`src/rtl/id_ex_stage_pkg.sv`:
```
// ============================================================================
// Module  : id_ex_stage_pkg
// Brief   : Shared types for the ID/EX stage: decode bundle, branch codes, WFI FSM.
// Revision: 1.0
// ============================================================================
`default_nettype none

package id_ex_stage_pkg;

  localparam int REG_ADDR_W = 5;

  typedef enum logic [2:0] {
    BR_NONE = 3'd0,
    BR_EQ   = 3'd1,
    BR_NE   = 3'd2,
    BR_LT   = 3'd3,
    BR_GE   = 3'd4,
    BR_LTU  = 3'd5,
    BR_GEU  = 3'd6,
    BR_JUMP = 3'd7
  } br_ctrl_e;

  typedef enum logic [0:0] {
    RUN   = 1'b0,
    SLEEP = 1'b1
  } wfi_st_e;

  typedef struct packed {
    logic [31:0]           pc;
    logic [REG_ADDR_W-1:0] rs1_addr;
    logic [REG_ADDR_W-1:0] rs2_addr;
    logic [REG_ADDR_W-1:0] rd_addr;
    logic [31:0]           rs1_data;
    logic [31:0]           rs2_data;
    logic [31:0]           imm;
    logic [3:0]            alu_op;
    logic [11:0]           csr_addr;
    br_ctrl_e              branch_ctrl;
    logic                  reg_wr;
    logic                  dm_rd;
    logic                  dm_wr;
    logic                  dm2reg;
    logic                  csr;
    logic                  csr_wr;
    logic                  csr_set;
    logic                  csr_clr;
    logic                  csr_mret;
    logic                  csr_wfi;
  } id_ex_bus_t;

  // A bubble has every side-effect control cleared; data fields are driven 0 too.
  function automatic id_ex_bus_t bubble_bus();
    id_ex_bus_t b;
    b             = '0;
    b.branch_ctrl = BR_NONE;
    return b;
  endfunction

endpackage

`default_nettype wire

```
`src/rtl/id_ex_stage_if.sv`:
```
// ============================================================================
// Module  : inf_ID_EX
// Brief   : Decode bundle carried from ID into EX.
// Revision: 1.0
// ============================================================================
`default_nettype none

interface inf_ID_EX;
  import id_ex_stage_pkg::*;

  id_ex_bus_t bus;

  modport ID2EX  (output bus);
  modport EX2ID  (input  bus);
  modport master (output bus);
  modport slave  (input  bus);
endinterface

`default_nettype wire

```
`src/rtl/id_ex_stage_hazard.sv`:
```
// ============================================================================
// Module  : id_ex_hazard
// Brief   : Combinational load-use and CSR-serialization hazard detection.
// Revision: 1.0
// ============================================================================
`default_nettype none

module id_ex_hazard
  import id_ex_stage_pkg::*;
#(
  parameter bit CSR_SERIAL = 1'b1
) (
  input  wire logic                  ex_valid,
  input  wire logic                  ex_dm_rd,
  input  wire logic                  ex_csr,
  input  wire logic [REG_ADDR_W-1:0] ex_rd_addr,
  input  wire logic                  id_valid,
  input  wire logic                  id_csr,
  input  wire logic [REG_ADDR_W-1:0] id_rs1_addr,
  input  wire logic [REG_ADDR_W-1:0] id_rs2_addr,
  output      logic                  lu_haz,
  output      logic                  csr_haz
);

  logic w_rd_nz;
  logic w_src_match;

  // rs2 is compared for every format: a spurious stall is harmless, a missed one is not.
  assign w_rd_nz     = (ex_rd_addr != '0);
  assign w_src_match = (ex_rd_addr == id_rs1_addr) | (ex_rd_addr == id_rs2_addr);
  assign lu_haz      = ex_valid & ex_dm_rd & w_rd_nz & w_src_match & id_valid;

  generate
    if (CSR_SERIAL) begin : g_csr_serial
      assign csr_haz = ex_valid & ex_csr & id_valid & id_csr;
    end else begin : g_csr_free
      assign csr_haz = 1'b0;
    end
  endgenerate

endmodule

`default_nettype wire

```
`src/rtl/id_ex_stage.sv`:
```
// ============================================================================
// Module  : id_ex_stage
// Brief   : ID/EX pipeline register with bubble insertion, WFI sleep FSM and stall counter.
// Revision: 1.0
// ============================================================================
`default_nettype none

module id_ex_stage
  import id_ex_stage_pkg::*;
#(
  parameter int STALL_CNT_W = 32,
  parameter bit CSR_SERIAL  = 1'b1
) (
  input  wire logic                   clk,
  input  wire logic                   rstn,
  inf_ID_EX.EX2ID                     id_in,
  input  wire logic                   id_valid,
  inf_ID_EX.ID2EX                     ex_out,
  output      logic                   ex_valid,
  input  wire logic                   ex_stall,
  input  wire logic                   br_flush,
  input  wire logic                   irq_pending,
  output      logic                   id_hold,
  output      logic                   wfi_sleep,
  output      logic [STALL_CNT_W-1:0] stall_cnt
);

  localparam logic [STALL_CNT_W-1:0] CNT_MAX = '1;
  localparam logic [STALL_CNT_W-1:0] CNT_ONE = {{(STALL_CNT_W-1){1'b0}}, 1'b1};

  id_ex_bus_t r_ex_bus;
  wfi_st_e    r_st;

  logic w_lu_haz;
  logic w_csr_haz;
  logic w_sleep;
  logic w_bubble;
  logic w_wfi_enter;

  id_ex_hazard #(
    .CSR_SERIAL (CSR_SERIAL)
  ) u_hazard (
    .ex_valid    (ex_valid),
    .ex_dm_rd    (r_ex_bus.dm_rd),
    .ex_csr      (r_ex_bus.csr),
    .ex_rd_addr  (r_ex_bus.rd_addr),
    .id_valid    (id_valid),
    .id_csr      (id_in.bus.csr),
    .id_rs1_addr (id_in.bus.rs1_addr),
    .id_rs2_addr (id_in.bus.rs2_addr),
    .lu_haz      (w_lu_haz),
    .csr_haz     (w_csr_haz)
  );

  assign w_sleep     = (r_st == SLEEP);
  // A flush redirects IF, so it must not also freeze the PC.
  assign w_bubble    = br_flush | w_sleep | w_lu_haz | w_csr_haz;
  assign id_hold     = ex_stall | (~br_flush & (w_sleep | w_lu_haz | w_csr_haz));
  assign wfi_sleep   = w_sleep;
  assign w_wfi_enter = ex_valid & r_ex_bus.csr_wfi & ~ex_stall & ~br_flush & ~irq_pending;
  assign ex_out.bus  = r_ex_bus;

  always_ff @(posedge clk or negedge rstn) begin
    if (!rstn) begin
      r_ex_bus  <= bubble_bus();
      ex_valid  <= 1'b0;
      r_st      <= RUN;
      stall_cnt <= '0;
    end else begin
      if (!ex_stall) begin
        if (w_bubble) begin
          r_ex_bus <= bubble_bus();
          ex_valid <= 1'b0;
        end else begin
          r_ex_bus <= id_in.bus;
          ex_valid <= id_valid;
        end
      end

      case (r_st)
        RUN:     if (w_wfi_enter) r_st <= SLEEP;
        SLEEP:   if (irq_pending) r_st <= RUN;
        default: r_st <= RUN;
      endcase

      if (id_hold && (stall_cnt != CNT_MAX)) begin
        stall_cnt <= stall_cnt + CNT_ONE;
      end
    end
  end

  // EX cannot both stall and resolve a taken branch in the same cycle.
  a_no_stall_flush : assert property (@(posedge clk) disable iff (!rstn) !(ex_stall && br_flush));

endmodule

`default_nettype wire

```
`src/flat_wrapper.sv`:
```
// flat-port wrapper written by rule: the top's interface ports become plain ports
module id_ex_stage_flat import id_ex_stage_pkg::*;
#(
  parameter int STALL_CNT_W = 32,
  parameter bit CSR_SERIAL  = 1'b1
)
  (clk, rstn, id_valid, ex_valid, ex_stall, br_flush, irq_pending, id_hold, wfi_sleep, stall_cnt, id_in_bus, ex_out_bus);
  inf_ID_EX id_in_i ();
  inf_ID_EX ex_out_i ();
  input  wire logic clk;
  input  wire logic rstn;
  input  wire logic id_valid;
  output      logic ex_valid;
  input  wire logic ex_stall;
  input  wire logic br_flush;
  input  wire logic irq_pending;
  output      logic id_hold;
  output      logic wfi_sleep;
  output      logic [STALL_CNT_W-1:0] stall_cnt;
  input wire logic [$bits(id_in_i.bus)-1:0] id_in_bus;
  output wire logic [$bits(ex_out_i.bus)-1:0] ex_out_bus;
  assign id_in_i.bus = id_in_bus;
  assign ex_out_bus = ex_out_i.bus;
  id_ex_stage #(.STALL_CNT_W(STALL_CNT_W), .CSR_SERIAL(CSR_SERIAL)) u_core (.clk(clk), .rstn(rstn), .id_in(id_in_i), .id_valid(id_valid), .ex_out(ex_out_i), .ex_valid(ex_valid), .ex_stall(ex_stall), .br_flush(br_flush), .irq_pending(irq_pending), .id_hold(id_hold), .wfi_sleep(wfi_sleep), .stall_cnt(stall_cnt));
endmodule
```
`config.mk`:
```
export PLATFORM = sky130hd
export DESIGN_NAME = id_ex_stage_flat
export DESIGN_NICKNAME = d
export VERILOG_FILES = /design/src/rtl/id_ex_stage_pkg.sv /design/src/rtl/id_ex_stage_if.sv /design/src/rtl/id_ex_stage_hazard.sv /design/src/rtl/id_ex_stage.sv /design/src/flat_wrapper.sv
export SDC_FILE = /design/constraint.sdc
export NUM_CORES = 1
export LEC_CHECK = 0
export ABC_AREA = 1
export BUFFER_PORTS_ARGS = -buffer_cell sky130_fd_sc_hd__clkbuf_2
export CAP_MARGIN = 20
export CORE_MARGIN = 2
export CORE_UTILIZATION = 40
export DETAILED_ROUTE_END_ITERATION = 12
export GPL_ROUTABILITY_DRIVEN = 0
export PLACE_DENSITY = 0.75
export SLEW_MARGIN = 20
export SYNTH_ARGS = -nofsm -noshare
export SYNTH_HDL_FRONTEND = slang
export SYNTH_HIERARCHICAL = 1
export SYNTH_SLANG_ARGS = --single-unit
```
`constraint.sdc`:
```
create_clock -name clk -period 3.14 [get_ports clk]
set_input_delay 0.628 -clock clk [delete_from_list [all_inputs] [get_ports clk]]
set_output_delay 0.628 -clock clk [all_outputs]
set_load 0.02 [all_outputs]
```
# Word-level counts from Yosys, hierarchy flattened
# Cells that the tools add are included.
word_totals:
  regBits: 206
  latchBits: 0
  mem_bits_rw: 0
  mem_bits_ro: 0
  in_bits: 178
  out_inout_bits: 207
  n_memories: 0
op_classes:
  add_sub_neg: 1
  multipliers: 0
  div_mod_pow: 0
  order_cmp: 0
  eq_ne: 3
  shift: 0
  n_mux: 5
  bitwise_logic: 23
  reduce_logical: 2
op_table:
  columns: ["cell", "count"]
  rows:
  - ["$mux 172", 1]
  - ["$add 32x1->32 const B", 1]
  - ["$ne 32x32->1 const B", 1]
  - ["$and 1x1->1", 12]
  - ["$eq 5x5->1", 2]
  - ["$or 1x1->1", 7]
  - ["$reduce_bool 5->1", 1]
  - ["$not 1->1", 4]
  - ["$mux 1", 3]
  - ["$pmux 1 s2", 1]
  - ["$logic_and 1x1->1", 1]

# Depth between registers and ports, before layout
# Gate-level depths: netlist of run 1.
depth:
  ltp_word: 9
  depth_mapped: 15
  mapped_depth_nobuf: 15

# Modules after synthesis
# Netlist of run 1, hierarchy kept.
modules_own_cells:
  columns: ["module", "n_inst", "cells_per_inst", "area_per_inst_um2", "seq_area_each_um2"]
  rows:
  - ["id_ex_stage", 1, 1096, 8948.6, 5154.9]
  - ["id_ex_hazard", 1, 48, 207.7, 0.0]

# Worst setup path before layout of run 1
# OpenSTA, ideal clock, no wires.
synth_path:
  path_kind: "input-to-output"
  startpoint: "in id_in_bus[133]"
  endpoint: "out id_hold"
  arrival_ns: 1.502
  t_required_ns: 2.512
  setup_slack_ns: 1.010
  stages: 10
  n_path_buf: 0
  cell_sequence: "inv_1 > nand2_1 > nand2_1 > nor2_1 > nand3_1 > a21oi_2 > inv_1 > nand3_1 > nand2_1 > nand2_1"
synth_via:
  elab_chain_len: 8
synth_rtl:
  columns: ["element", "line", "source"]
  rows:
  - ["from (decl)", "flat_wrapper.sv:20", "input wire logic [$bits(id_in_i.bus)-1:0] id_in_bus;"]
  - ["$eq 5x5->1", "id_ex_stage_hazard.sv:30", "assign w_src_match = (ex_rd_addr == id_rs1_addr) | (ex_rd_addr == id_rs2_addr);"]
  - ["$or 1x1->1", "id_ex_stage_hazard.sv:30", null]
  - ["$and 1x1->1 (2 in series)", "id_ex_stage_hazard.sv:31", "assign lu_haz = ex_valid & ex_dm_rd & w_rd_nz & w_src_match & id_valid;"]
  - ["via u_core.w_lu_haz", "id_ex_stage.sv:34", "logic w_lu_haz;"]
  - ["$or 1x1->1 (2 in series)", "id_ex_stage.sv:58", "assign id_hold = ex_stall | (~br_flush & (w_sleep | w_lu_haz | w_csr_haz));"]
  - ["$and 1x1->1", "id_ex_stage.sv:58", null]
  - ["$or 1x1->1", "id_ex_stage.sv:58", null]
  - ["to (decl)", "flat_wrapper.sv:17", "output logic id_hold;"]
# The timed path passes the listed nets, and every way through them passes these cells.

# Worst setup path after layout of run 1
layout_path:
  startpoint: "reg u_core.r_ex_bus (netlist bit u_core/ex_out.bus[126])"
  endpoint: "out id_hold"
layout_via:
  elab_chain_len: 8
  word_cells_on_any_way: 11
layout_rtl:
  columns: ["element", "line", "source"]
  rows:
  - ["from (decl)", "id_ex_stage.sv:31", "id_ex_bus_t r_ex_bus;"]
  - ["from (signal assigned)", "id_ex_stage.sv:65", "r_ex_bus <= bubble_bus();"]
  - ["from (signal assigned)", "id_ex_stage.sv:72", "r_ex_bus <= bubble_bus();"]
  - ["from (signal assigned)", "id_ex_stage.sv:75", "r_ex_bus <= id_in.bus;"]
  - ["$eq 5x5->1 / $reduce_bool 5->1 (equally long branches)", "id_ex_stage_hazard.sv:30, id_ex_stage_hazard.sv:29", null]
  - ["$or 1x1->1 / $and 1x1->1 (equally long branches)", "id_ex_stage_hazard.sv:30, id_ex_stage_hazard.sv:31", null]
  - ["$and 1x1->1 * (2 in series)", "id_ex_stage_hazard.sv:31", null]
  - ["via u_core.w_lu_haz", "id_ex_stage.sv:34", null]
  - ["$or 1x1->1 * (2 in series)", "id_ex_stage.sv:58", null]
  - ["$and 1x1->1 *", "id_ex_stage.sv:58", null]
  - ["$or 1x1->1 *", "id_ex_stage.sv:58", null]
# Mark *: on every way through the listed nets, which the timed path passes. The rest lies on a longest branch.

==> impl_metrics.py, run 1 <==
metrics = {
    "status": {
        "status": "finished clean",
    },
    "layout": {
        "layout_commonest_cell": "nand2_1",
        "fill_cells": 2132,
        "regArea_um2": 5150,
        "final_cell_mix": "519 x nand2_1, 382 x clkbuf_2, 206 x dfrtp_1, 175 x o21ai_0, 63 x nor2_1",
        "drive_above_1_share": 0.295,
        "fin_nets": 1678,
        "multiInputGateArea_um2": 3570,
        "synthToLayoutAreaGrowth_pct": 31.8,
        "antenna_cells": 0,
        "finalNonFillerCells": 1798,
        "finish.utilization": 0.535,
    },
    "critical_path": {
        "cpPeakStageDelay_ps": 510,
        "required_ps": 2510,
        "worstSetupPathType": "flip-flop to primary output",
        "cp-end-kind": "primary output",
        "cp_top_family": "simple AND/OR/NAND/NOR gates",
        "crit_slowest_cell": "dfrtp_1",
        "crit_path_frequent_cell": "nand2_1",
        "path_max_fanout": 6,
        "cp.buffers_inverters": 3,
        "crit_chain": "inv_2 -> nand2_1 -> nand2_1 -> nor2_1 -> nand3_1 -> a21oi_2 -> inv_1 -> nand3_1 -> nand2_1 -> nand2_1 -> clkbuf_2",
        "worstRegToRegCells": 15,
        "cp.depth": 11,
        "arrival_ps": 2160,
        "r2r_slack_ps": 850,
        "critPathLaunch": "u_core/ex_out.bus[126]",
        "cp-start-kind": "flip-flop",
        "reg2reg_from": "u_core/ex_out.bus[126]",
    },
    "placement": {
        "numPortBuffers": 384,
        "dp_hpwl_um": 19300,
        "dp_cells": 1759,
        "dp_slack_ps": 635,
    },
    "clocking": {
        "clock_latency_ps": 500,
        "htreeDepth": 1,
        "numCtsBuffers": 23,
        "ctsHoldBuffers": 0,
        "cts-resized-gates": 0,
        "clockBufferDepth": 3,
        "clk_pin_slew_ps": 60,
        "cts_tree": "built",
        "cts-root-buf": "clkbuf_16",
        "cts_num_sinks": 206,
        "cts_setup_buffers": 0,
    },
    "synthesis": {
        "ys_ff_latch": 206,
        "synth_area_um2": 9160,
        "syn_inst": 1144,
        "syn_nets": 1323,
        "yosysUniqueCellTypes": 27,
        "postSynthAreaPerCell_um2": 8.00,
        "yosysWarnings": 6,
        "seq_area_frac_synth": 0.563,
    },
    "timing": {
        "tightest_slew_ps": 820,
        "skew_ps": 13.1,
        "fin_crit_ps": 2790,
        "slew_headroom": 0.453,
        "clock.fmax_ghz": 0.359,
        "layout_setup_ws_ps": 353,
        "setup_viol": 0,
        "period_share": 0.887,
        "drv_slew": 0,
        "fin_tns_setup_ps": 0,
        "hold_viol": 0,
        "rsz0062_at_grt": "no",
    },
    "floorplanning": {
        "core_region_area_um2": 22600,
        "initial_utilization": 0.406,
        "rows": 55,
        "die_w_um": 155,
        "dieArea_um2": 24100,
        "die_y_um": 155,
        "io_pins": 385,
    },
    "drt": {
        "wl_per_cell_um": 15.5,
        "drc_errors": 0,
        "vias_per_cell": 4.89,
        "vias": 8785,
        "drtPass1Iterations": 5,
        "wirelength_um": 27800,
        "ant_nets": 0,
        "first_iter_violations": 623,
    },
    "pwr": {
        "power.density_nw_per_um2": 559,
        "leakagePower_nw": 6.40,
        "ir_drop_mv": 0.351,
    },
    "grt": {
        "antenna_found_initial": 1,
        "grtUsageTotal": 0.222,
        "grt_pass1_wl_um": 43500,
        "gr-total-overflow": 0,
        "grt_max_degree": 174,
        "grt_pass1_vias": 8212,
    },
    "job": {
        "drv_cap": 0,
    },
    "min_path": {
        "hold_class": "input port to asynchronous set/reset pin",
    },
}
## worst register-to-register path, stage by stage, from the launching register on
cell and delay [ps]:
dfrtp_1 510, inv_2 50, nand2_1 60, nand2_1 50, nor2_1 120, nand3_1 110
a21oi_2 180, inv_1 80, nand3_1 80, nand2_1 90, nand2_1 140, buf_4 170
nand2_4 180, inv_4 250, nand2_1 100, nand2_1 70
## area by class of cell
class,count,share of cell area
clock inverters,10,0.00861
multi-input cells,830,0.296
inverters,46,0.0149
repair buffers,392,0.171
flip-flops and latches,206,0.427
well taps,285,0.0296
clock buffers,29,0.0521
## Yosys cell counts
cell type,number,share of area
a21oi_1,2,0.0011
a21oi_2,2,0.0019
and2_1,2,0.0014
buf_1,4,0.0016
buf_2,1,0.00055
buf_4,3,0.0025
buf_6,1,0.0012
clkbuf_1,53,0.022
dfrtp_1,206,0.56
ha_1,1,0.0014
inv_1,42,0.017
inv_2,3,0.0012
inv_4,1,0.00068
nand2_1,519,0.21
nand2_2,4,0.0027
nand2_4,3,0.0037
nand3_1,25,0.014
nand4_1,11,0.0075
nor2_1,63,0.026
nor2_2,1,0.00068
nor2_4,3,0.0037
nor2_8,1,0.0022
nor2b_1,1,0.00068
o21ai_0,175,0.096
o21ai_1,2,0.0011
xnor2_1,7,0.0067
xor2_1,8,0.0077
## layer usage
layer | global-route usage | part of all wire
met1 | 0.285 | 0.41
met2 | 0.375 | 0.49
met3 | 0.0513 | 0.074
met4 | 0.0668 | 0.027
met5 | 0 | 0.00057
## through the flow
| step | instance area (um2) | hold WS [ps] | total power [mW] |
|---|---|---|---|
| final | 12100 | 179 | 6.74 |
| after floorplan | 9160 | 332 | 3.63 |
| after global placement | 11300 | 465 | 4.13 |
| after CTS | 12100 | 208 | 6.81 |
| after global routing | 12100 | 228 | 7.06 |
| after detailed placement | 11300 | 472 | 4.15 |
## state kept, by name, summed over array words and instances (netlist names)
register	count
u_core/ex_out.bus	172
u_core/stall_cnt	32
u_core/ex_valid	1
u_core/wfi_sleep	1
## kinds of logic (layout without fill, tap and decap cells)
logic type / count (synthesis) / in the layout / synth area share
AO/OA/AOI/OAI: 181 / 181 / 0.0998
XOR/XNOR: 15 / 15 / 0.0143
adder cells (fa/ha/maj): 1 / 1 / 0.00137
buffers and inverters: 108 / 477 / 0.0467
flip-flops: 206 / 206 / 0.563
AND/OR/NAND/NOR: 633 / 633 / 0.275
## worst paths after layout
check                                          to
setup / recovery                          id_hold
setup reg to reg             u_core/stall_cnt[15]
min in group clk                 u_core/wfi_sleep
max in group asynchronous  u_core/ex_out.bus[130]
hold / removal             u_core/ex_out.bus[153]
hold reg to reg             u_core/ex_out.bus[34]
## power by group
part           leakage [nW]  internal, mW  switching (mW)
clock network         0.368          1.57            1.07
logic                  3.31         0.361           0.718
registers              2.71          2.86           0.161
(Power assumes the default switching activity.)
==> inputs of run 2 (changes only) <==
--- a/config.mk
+++ b/config.mk
@@ -16,5 +16,4 @@
 export SLEW_MARGIN = 20
 export SYNTH_ARGS = -nofsm -noshare
 export SYNTH_HDL_FRONTEND = slang
-export SYNTH_HIERARCHICAL = 1
 export SYNTH_SLANG_ARGS = --single-unit
==> impl_metrics.py, run 2 <==
metrics = {
    "status": {
        "status": "finished clean",
    },
    "floorplanning": {
        "io_pins": 385,
        "die_w_um": 154,
        "die_y_um": 154,
        "rows": 54,
        "dieArea_um2": 23800,
        "initial_utilization": 0.411,
        "core_region_area_um2": 22000,
    },
    "timing": {
        "tightest_slew_ps": 756,
        "setup_viol": 0,
        "drv_slew": 0,
        "hold_slack_ps": 163,
        "fin_crit_ps": 2600,
        "clock.fmax_ghz": 0.385,
        "slew_headroom": 0.496,
        "rsz0062_at_grt": "no",
        "period_share": 0.827,
        "hold_viol": 0,
        "layout_setup_ws_ps": 542,
        "fin_tns_setup_ps": 0,
        "skew_ps": 12.2,
    },
    "placement": {
        "placed_cell_area_um2": 11200,
        "numPortBuffers": 384,
        "dp_slack_ps": 713,
        "dp_hpwl_um": 18600,
    },
    "grt": {
        "grt_max_degree": 163,
        "grt_pass1_wl_um": 41200,
        "grt_pass1_vias": 8109,
        "grtUsageTotal": 0.213,
        "antenna_found_initial": 0,
        "gr-total-overflow": 0,
    },
    "critical_path": {
        "cp_top_family": "simple AND/OR/NAND/NOR gates",
        "crit_slowest_cell": "dfrtp_1",
        "cp-start-kind": "flip-flop",
        "cp.buffers_inverters": 2,
        "arrival_ps": 1970,
        "cpPeakStageDelay_ps": 430,
        "reg2reg_from": "u_core.stall_cnt[0]",
        "path_max_fanout": 5,
        "worstSetupPathType": "flip-flop to primary output",
        "crit_chain": "inv_1 -> nand2_1 -> nand2_1 -> nor2_1 -> nand3_1 -> nand2_1 -> nand3_1 -> nand3_1 -> nand2_1 -> nand2_1 -> clkbuf_2",
        "required_ps": 2510,
        "r2r_slack_ps": 870,
        "cp-end-kind": "primary output",
        "crit_path_frequent_cell": "nand2_1",
        "worstRegToRegCells": 11,
        "rr_endpoint": "u_core.stall_cnt[5]",
    },
    "drt": {
        "vias": 8117,
        "wl_per_cell_um": 14.5,
        "vias_per_cell": 4.66,
        "first_iter_violations": 603,
        "drtPass1Iterations": 4,
        "wirelength_um": 25200,
        "drc_errors": 0,
        "ant_nets": 0,
    },
    "clocking": {
        "clk_pin_slew_ps": 60,
        "clockBufferDepth": 3,
        "ctsHoldBuffers": 0,
        "cts-resized-gates": 0,
        "clock_latency_ps": 500,
        "numCtsBuffers": 22,
        "cts_num_sinks": 206,
        "htreeDepth": 1,
        "cts_tree": "built",
        "cts_setup_buffers": 0,
        "cts-root-buf": "clkbuf_16",
    },
    "synthesis": {
        "seq_area_frac_synth": 0.571,
        "yosysMostFrequentCell": "nand2_1",
        "syn_nets": 1258,
        "synth_ff_type": "dfrtp_1",
        "synth_common_cells": "297 x nand2_1, 210 x inv_1, 206 x dfrtp_1",
        "synth_top_area_cell": "dfrtp_1",
        "synth_edf_count": 0,
        "synth_top_area_share": 0.571,
        "async_reset_ff_frac": 1.00,
        "yosysUniqueCellTypes": 28,
        "ys_ff_latch": 206,
        "yosysWarnings": 0,
        "synth_area_um2": 9030,
        "syn_inst": 1079,
        "synth_area_leaders": "dfrtp_1 57%, nand2_1 12%, o21ai_0 9.3%",
        "postSynthAreaPerCell_um2": 8.37,
    },
    "pwr": {
        "power.density_nw_per_um2": 562,
        "power_mw": 6.74,
        "leakagePower_nw": 6.97,
        "ir_drop_mv": 0.387,
    },
    "layout": {
        "final_cell_mix": "382 x clkbuf_2, 297 x nand2_1, 210 x inv_1, 206 x dfrtp_1, 168 x o21ai_0",
        "drive_above_1_share": 0.302,
        "layout_commonest_cell": "clkbuf_2",
        "postLayoutCellArea_um2": 12000,
        "fin_nets": 1625,
        "largest_reg_flops": 172,
        "synthToLayoutAreaGrowth_pct": 32.8,
        "antenna_cells": 0,
    },
    "job": {
        "drv_cap": 0,
    },
    "min_path": {
        "hold_class": "input port to asynchronous set/reset pin",
    },
}
## run 2: worst max-delay path by stage
stage                            from                  end  slack [ps]  depth (start not counted)
2_1_floorplan          id_in_bus[131]              id_hold         990                         11
3_3_place_gp           id_in_bus[130]  u_core.stall_cnt[8]         770                         15
3_5_place_dp           id_in_bus[131]  u_core.stall_cnt[0]         710                         15
4_1_cts        u_core.ex_out.bus[126]              id_hold         490                         11
5_1_grt        u_core.ex_out.bus[125]              id_hold         320                         11
6_report       u_core.ex_out.bus[126]              id_hold         540                         11
## run 2: layout make-up
cell class / count / area (um2)
fill: 2036 / 9970
sequential: 206 / 5150
multi-input combinational: 612 / 2860
timing repair buffer: 391 / 2060
inverter: 213 / 800
clock buffer: 32 / 679
tap: 280 / 350
clock inverter: 7 / 87.6
## run 2: power breakdown
group	switching (mW)	total, mW	internal, mW
Combinational	0.675	1.03	0.351
Sequential	0.158	3.02	2.86
Clock	1.03	2.69	1.66
Total	1.87	6.74	4.87
## run 2: routing by layer
layer | vias to the layer above | global-route usage | part of all wire
met5 | - | 0 | 0
met4 | 0 | 0.0797 | 0.033
met3 | 66 | 0.0538 | 0.073
met2 | 310 | 0.363 | 0.49
met1 | 3720 | 0.261 | 0.41
li1 | 4021 | - | -
## run 2: kinds of logic after synthesis
group                      after synthesis  share of synthesized area
AOI/OAI and AO/OA                      174                     0.0972
xor gates and xnor gates                26                     0.0252
adders and majority gates                1                    0.00139
buffers and inverters                  261                      0.113
DFF                                    206                      0.571
and+or+nand+nor                        411                      0.193
## run 2: through the flow
step / utilization / cells
global placement: 0.511 / 1702
finish: 0.546 / 1741
CTS: 0.546 / 1741
global route: 0.546 / 1741
floorplan: - / 1079
detailed placement: 0.511 / 1702
==> inputs of run 3 (changes only) <==
==> constraint.sdc (replaced) <==
create_clock -name clk -period 2.4 [get_ports clk]
set_input_delay 0.48 -clock clk [delete_from_list [all_inputs] [get_ports clk]]
set_output_delay 0.48 -clock clk [all_outputs]
set_load 0.02 [all_outputs]
==> impl_metrics.py, run 3 (synthesis gave the netlist of run 2 again) <==
metrics = {
    "status": {
        "status": "finished with violations",
        "violations": "setup timing",
    },
    "critical_path": {
        "required_ps": 1920,
        "cp-end-kind": "primary output",
        "cp-start-kind": "flip-flop",
        "arrival_ps": 1950,
        "worstSetupPathType": "flip-flop to primary output",
        "path_max_fanout": 6,
    },
    "timing": {
        "clock.fmax_ghz": 0.412,
        "hold_slack_ps": 5.82,
        "period_share": 1.01,
        "layout_setup_ws_ps": -26.2,
        "skew_ps": 18.1,
        "fin_crit_ps": 2430,
        "slew_headroom": 0.568,
        "drv_slew": 0,
        "tightest_slew_ps": 649,
        "setup_viol": 1,
        "hold_viol": 0,
        "fin_tns_setup_ps": -26.2,
    },
    "pwr": {
        "switching_share": 0.279,
        "clkPwrFrac": 0.411,
        "p_comb_frac": 0.154,
        "ir_drop_mv": 0.465,
        "p_seq_frac": 0.435,
        "power.density_nw_per_um2": 743,
        "leakagePower_nw": 7.08,
        "internal-power_mw": 6.56,
        "p_sw_mw": 2.54,
    },
    "drt": {
        "first_iter_violations": 587,
        "wirelength_um": 26400,
        "wl_per_cell_um": 15.0,
        "drtPass1Iterations": 5,
        "ant_nets": 0,
        "vias_per_cell": 4.71,
        "drc_errors": 0,
        "vias": 8289,
    },
    "grt": {
        "grt_pass1_vias": 8036,
        "grtUsageTotal": 0.219,
        "antenna_found_initial": 1,
        "grt_pass1_wl_um": 41800,
        "grt_max_degree": 124,
        "gr-total-overflow": 0,
    },
    "floorplanning": {
        "rows": 54,
        "die_w_um": 154,
        "initial_utilization": 0.411,
        "core_region_area_um2": 22000,
        "io_pins": 385,
        "die_y_um": 154,
        "dieArea_um2": 23800,
    },
    "clocking": {
        "cts_tree": "built",
        "clockBufferDepth": 3,
        "htreeDepth": 1,
        "cts-root-buf": "clkbuf_16",
        "clk_pin_slew_ps": 60,
        "cts_num_sinks": 206,
        "numCtsBuffers": 23,
        "clock_latency_ps": 510,
    },
    "layout": {
        "layout_commonest_cell": "clkbuf_2",
        "finalNonFillerCells": 1761,
        "drive_above_1_share": 0.323,
        "fin_nets": 1643,
        "final_cell_mix": "381 x clkbuf_2, 290 x nand2_1, 205 x inv_1, 204 x dfrtp_1, 168 x o21ai_0",
        "largest_reg_flops": 172,
        "synthToLayoutAreaGrowth_pct": 35.5,
        "finish.utilization": 0.557,
    },
    "placement": {
        "numPortBuffers": 384,
        "dp_slack_ps": 194,
        "dp_cells": 1714,
        "dp_hpwl_um": 19400,
    },
    "job": {
        "drv_cap": 0,
    },
    "min_path": {
        "hold_class": "input port to asynchronous set/reset pin",
    },
}
## run 3: cell types whose count changed in the layout (fill, tap and decap cells not counted), moves of 3 or more
cell,before,now
clkbuf_8,8,5
nand2_1,297,290
inv_2,3,8
nor2_1,32,29
inv_1,210,205
buf_4,2,18
nor2_2,1,4
nand2_2,1,7
## run 3: layout make-up
| type | count | area (um2) |
|---|---|---|
| inverter | 213 | 800 |
| timing repair buffer | 408 | 2210 |
| clock inverter | 10 | 165 |
| tap | 280 | 350 |
| clock buffer | 31 | 646 |
| sequential | 206 | 5160 |
| antenna | 1 | 2.50 |
| fill | 2020 | 9720 |
| multi-input combinational | 612 | 2900 |
## run 3: critical path, stage by stage, from the launching register on
cell and delay (ps):
dfrtp_2 460, nor2_1 120, nor2_1 50, nor2_1 140
nand3_1 100, nand2_1 110, nand3_2 90, nand3_2 80
nand2_2 80, nand2_4 80, buf_8 120
## run 3: worst paths after layout
path                                     endpoint                   start  slack [ps]  depth (start not counted)
max in group asynchronous  u_core.ex_out.bus[117]                    rstn        1730                          2
setup / recovery                          id_hold  u_core.ex_out.bus[125]         -30                         10
hold reg to reg             u_core.ex_out.bus[99]   u_core.ex_out.bus[99]         480                          2
min in group clk                 u_core.wfi_sleep             irq_pending         130                          2
hold / removal             u_core.ex_out.bus[148]                    rstn           6                          1
setup reg to reg              u_core.stall_cnt[7]  u_core.ex_out.bus[125]         190                         14
## run 3: power by group through the flow
stage                     registers (mW)  clock network, mW  logic [mW]
after floorplan                     4.31                  0       0.391
after global placement              3.99                  0        1.36
after detailed placement            4.00                  0        1.39
after CTS                           3.95               3.84        1.40
after global routing                3.99               3.97        1.54
final                               3.95               3.74        1.40
## run 3: per-layer routing
layer / part of all wire / routed length [um] / global-route usage / vias up
met1: 0.40 / 10500 / 0.279 / 3780
met2: 0.49 / 12900 / 0.363 / 373
met3: 0.077 / 2030 / 0.0476 / 79
li1: - / - / - / 4057
met4: 0.041 / 1070 / 0.0881 / 0
met5: 0 / 0 / 0 / -
## run 3: what timing repair did
item / 4_1_cts / 5_1_grt
hold buffers: 0 / 0
pin swaps: 0 / 9
buffers inserted: 2 / 3
setup endpoints to repair: 1 / 1
resized for setup: 5 / 19
## run 3: through the flow
stage | area [um2] | total power [mW]
3_5_place_dp | 11300 | 5.39
2_1_floorplan | 9030 | 4.70
3_3_place_gp | 11300 | 5.36
4_1_cts | 12200 | 9.18
5_1_grt | 12200 | 9.50
6_report | 12200 | 9.09
